<file path="src/rtl/score_bcd_sequencer.sv">
// score_bcd_sequencer
//   Converts a binary game score to four packed BCD digits using a
//   one-bit-per-cycle shift-add-3 (double-dabble) sequence. The result goes
//   into a holding register that feeds the 7-segment driver. That register
//   changes only when a conversion completes.
// Ports:
//   CLK100MHZ  system clock
//   reset      asynchronous, active-high
//   update     level-sampled request; each high cycle asks for a conversion
//   bin_score  unsigned binary score (saturates at MAX_SCORE)
//   bcd        {thousands, hundreds, tens, ones}
//   overflow   last loaded value was saturated
//   busy       FSM is not idle (registered)
//   done       one-cycle pulse when bcd/overflow take a new value
module score_bcd_sequencer #(
  parameter int BIN_W     = 14,
  parameter int MAX_SCORE = 9999
) (
  input  logic             CLK100MHZ,
  input  logic             reset,
  input  logic             update,
  input  logic [BIN_W-1:0] bin_score,
  output logic [15:0]      bcd,
  output logic             overflow,
  output logic             busy,
  output logic             done
);

  localparam logic [BIN_W-1:0] MAX_BIN  = BIN_W'(MAX_SCORE);
  localparam logic [3:0]       LAST_CNT = 4'(BIN_W - 1);

  typedef enum logic [1:0] {IDLE, CONV, LOAD} state_t;

  state_t           state, state_nxt;
  logic [BIN_W-1:0] op;
  logic [15:0]      acc;
  logic [3:0]       cnt;
  logic             sat;
  logic             pend;
  logic [BIN_W-1:0] pend_val;

  // Pending request as it will be after this edge. A request that arrives
  // in the LOAD cycle is seen here, so it chains straight into CONV.
  logic             pend_nxt;
  logic [BIN_W-1:0] pend_val_nxt;

  always_comb begin
    pend_nxt     = pend;
    pend_val_nxt = pend_val;
    if (update && state != IDLE) begin
      pend_nxt     = 1'b1;
      pend_val_nxt = bin_score;
    end
  end

  // State register
  always_ff @(posedge CLK100MHZ or posedge reset) begin
    if (reset) state <= IDLE;
    else       state <= state_nxt;
  end

  // Next-state logic
  always_comb begin
    state_nxt = state;
    case (state)
      IDLE:    if (update) state_nxt = CONV;
      CONV:    if (cnt == LAST_CNT) state_nxt = LOAD;
      LOAD:    state_nxt = pend_nxt ? CONV : IDLE;
      default: state_nxt = IDLE;
    endcase
  end

  // Output / control decode
  logic             cap, do_shift, do_load;
  logic [BIN_W-1:0] cap_val;

  always_comb begin
    cap      = (state == IDLE && update) || (state == LOAD && pend_nxt);
    cap_val  = (state == IDLE) ? bin_score : pend_val_nxt;
    do_shift = (state == CONV);
    do_load  = (state == LOAD);
  end

  logic             cap_sat;
  logic [BIN_W-1:0] cap_op;
  assign cap_sat = cap_val > MAX_BIN;
  assign cap_op  = cap_sat ? MAX_BIN : cap_val;

  // Add 3 to every nibble >= 5. Each nibble is handled on its own, with
  // no carry into the next one. After the shift every digit stays <= 9.
  logic [15:0] adj;
  always_comb begin
    adj = acc;
    for (int i = 0; i < 4; i++)
      if (acc[i*4 +: 4] >= 4'd5) adj[i*4 +: 4] = acc[i*4 +: 4] + 4'd3;
  end

  // Conversion datapath
  always_ff @(posedge CLK100MHZ or posedge reset) begin
    if (reset) begin
      op  <= '0;
      acc <= '0;
      cnt <= '0;
      sat <= 1'b0;
    end else if (cap) begin
      op  <= cap_op;
      sat <= cap_sat;
      acc <= '0;
      cnt <= '0;
    end else if (do_shift) begin
      {acc, op} <= {adj, op} << 1;
      cnt       <= cnt + 4'd1;
    end
  end

  // Pending request: only the newest value is kept
  always_ff @(posedge CLK100MHZ or posedge reset) begin
    if (reset) begin
      pend     <= 1'b0;
      pend_val <= '0;
    end else begin
      pend     <= (do_load && pend_nxt) ? 1'b0 : pend_nxt;
      pend_val <= pend_val_nxt;
    end
  end

  // Display holding register and status
  always_ff @(posedge CLK100MHZ or posedge reset) begin
    if (reset) begin
      bcd      <= 16'h0000;
      overflow <= 1'b0;
      done     <= 1'b0;
      busy     <= 1'b0;
    end else begin
      if (do_load) begin
        bcd      <= acc;
        overflow <= sat;
      end
      done <= do_load;
      busy <= (state_nxt != IDLE);
    end
  end

endmodule
</file>
<file path="config.mk">
export PLATFORM = sky130hd
export DESIGN_NAME = score_bcd_sequencer
export DESIGN_NICKNAME = d
export VERILOG_FILES = /design/src/rtl/score_bcd_sequencer.sv
export SDC_FILE = /design/constraint.sdc
export NUM_CORES = 1
export LEC_CHECK = 0
export CAP_MARGIN = 20
export CORE_UTILIZATION = 25
export CTS_CLUSTER_DIAMETER = 40
export CTS_CLUSTER_SIZE = 28
export DETAILED_ROUTE_END_ITERATION = 8
export PLACE_DENSITY = 0.53
export SYNTH_ARGS = -nofsm -noshare
export SYNTH_HDL_FRONTEND = slang
export SYNTH_SLANG_ARGS = --single-unit
</file>
<file path="constraint.sdc">
create_clock -name CLK100MHZ -period 3.3 [get_ports CLK100MHZ]
set_clock_uncertainty 0.05 [all_clocks]
set_input_delay 0.66 -clock CLK100MHZ [delete_from_list [all_inputs] [get_ports CLK100MHZ]]
set_output_delay 0.66 -clock CLK100MHZ [all_outputs]
set_load 0.03 [all_outputs]
</file>
==> flow_summary.ini <==
[place]
place_hpwl_mm = 4.85
place.gp.congestion = 0.757
port_buffers = 35

[critical_path]
crit_arrival_ps = 2370
required_ps = 3470
worst_path_max_delay_cell = nand2b_1
endpoint = acc[7]
ff2ff_setup_slack_ps = 1100
crit_start = state[1]
worstRegToRegCells = 4
reg2reg_to = acc[7]
setup.worst_path.class = flip-flop to flip-flop
max_stage_delay_ps = 670
endpoint_kind = flip-flop
critical_path_buf_inv_count = 1
worstSetupStartpointType = flip-flop
cp_max_fo = 26
r2r-start = state[1]
worstSetupPathDepth = 4
critical_path.top_delay_family = simple AND/OR/NAND/NOR gates
crit_path_cell_trace = nand2b_1 > buf_4 > o31ai_1 > a32o_1

[global_routing]
grt_pass1_vias = 2499
grtUsageTotal = 0.105
antenna_found_initial = 0
gr-total-overflow = 0
grt_max_degree = 27
grt_pass1_wl_mm = 11.9

[final_layout]
area_growth_pct = 22.1
drive_above_1_share = 0.172
fillers = 1434
antenna_cells = 0
layout.nets = 388

[timing]
fmax_mhz = 455
setup_violations = 0
drv_slew = 0
fin_setup_tns_ps = 0
fin_crit_sh = 0.667
hold_viol = 0
worstMarginPinSlew_ps = 856
whs_ps = 425
period_minus_slack_ps = 2200
grt_setup_unrepaired = false
slew-limit-headroom = 0.429

[die]
rows = 42
die-area_um2 = 14500
fp.dieH_um = 121
start_util = 0.261
core_um2 = 13500
io_pins = 36
die_w_um = 121

[synth]
synthTopCellsByCount = 71 x dfrtp_1, 66 x nand2_1, 26 x mux2_2
synth_top_area_share = 0.506
synthDistinctLibCells = 42
synth_top_cell_by_area = dfrtp_1
synth_edf_count = 0
synth_most_common_cell = dfrtp_1
synthArstFlopShare = 1.00
yosys_warnings = 0
syn_area_um2 = 3510
seq_area_frac_synth = 0.506
synthCells = 328
synth_flop_cell = dfrtp_1
syn_avg_cell_area_um2 = 10.7
syn_nets = 355
netlist_top_cells_area = dfrtp_1 51%, mux2_2 8.3%, nand2_1 7.0%
synth-seq-cells = 71

[clocking]
clock-sinks = 71
ctsLongestPathBuffers = 2
cts.htree.levels = 3
clock-root-buffer = clkbuf_16
cts_inserted_buffers = 9
insertion_delay_ps = 330
cts.hold.buffers_added = 0
cts_setup_buffers = 0
post_cts_resized = 0
tritoncts = built
clkTransAtPathRegs_ps = 50

[power_and_ir_drop]
totalPowerFinal_mw = 4.16
p_per_area_nw_per_um2 = 969
irDropWorstVdd_mv = 0.321
p_leak_nw = 1.87

[flow_run]
drv_cap = 0

[routing]
viasPerCell = 4.56
num_vias = 2469
drcViolationCount = 0
drtIter0Drc = 99
first_pass_iters = 5
antenna_left = 0
drt-total-wl_mm = 6.82
wl_per_cell_um = 12.6

[run_status]
status = completed

[worst_hold_path]
worstHoldPathType = flip-flop to flip-flop
[state kept, by name, indices dropped and copies added, names as in the netlist]
register and flops:
state 2, busy 1, overflow 1, done 1, pend_val 14, cnt 4, bcd 16, op 14
pend 1, sat 1, acc 16
[worst min-delay path by stage]
| stage | start | to | slack, ps | cells after the start |
|---|---|---|---|---|
| detailed placement | op[12] | op[13] | 420 | 2 |
| finish | bcd[0] | bcd[0] | 430 | 2 |
| CTS | op[12] | op[13] | 430 | 2 |
| global route | bcd[13] | bcd[13] | 460 | 2 |
| floorplan | op[12] | op[13] | 390 | 2 |
| global placement | op[12] | op[13] | 400 | 2 |
[metal layers]
layer,wire length (µm),global-route usage
met3,332,0.0358
met5,0,0
met4,106,0.0394
met2,2930,0.157
met1,3460,0.140
[through the flow]
step                setup slack [ps]  utilization  instance area, µm²  instances
detailed placement               838        0.296                3980        526
floorplan                        793            -                3510        328
global placement                 911        0.296                3980        526
finish                          1100        0.319                4290        542
CTS                             1120        0.319                4290        542
global route                     969        0.319                4290        542
[report_power, final]
group | switching, mW | internal, mW | total (mW)
clock network | 0.348 | 0.644 | 0.992
registers | 0.263 | 1.23 | 1.49
logic | 0.889 | 0.783 | 1.67
total | 1.50 | 2.66 | 4.16
[tightest hold or removal path, cell delays in order, from the launching register on]
cell	delay, ps
dfrtp_1	340
nand2_1	40
o21ai_0	60
[cells by family after synthesis]
family	Yosys count	share of synthesized area
AOI/OAI and AO/OA	65	0.140
muxes	29	0.0918
xor gates and xnor gates	7	0.0174
DFF	71	0.506
buffers and inverters	34	0.0602
adders and majority gates	10	0.0356
and+or+nand+nor	112	0.149
[layout make-up]
cell class	count	area [µm²]	share of cell area
sequential	71	1780	0.414
multi-input combinational	223	1530	0.356
timing repair buffer	43	410	0.0956
clock buffer	13	270	0.0630
tap	176	220	0.0513
inverter	13	48.8	0.0114
clock inverter	3	40.0	0.00933
[cells in the final DEF, fill, tap and decap left out, types with 9 or more instances in the layout]
master	count
and3_1	13
nand3_1	9
o22ai_1	12
a21oi_1	9
o21ai_0	14
clkdlybuf4s50_1	35
clkbuf_16	9
dfrtp_1	71
mux2_2	26
ha_1	10
inv_1	12
nand2_1	66
Power figures use the tool's default switching activity.
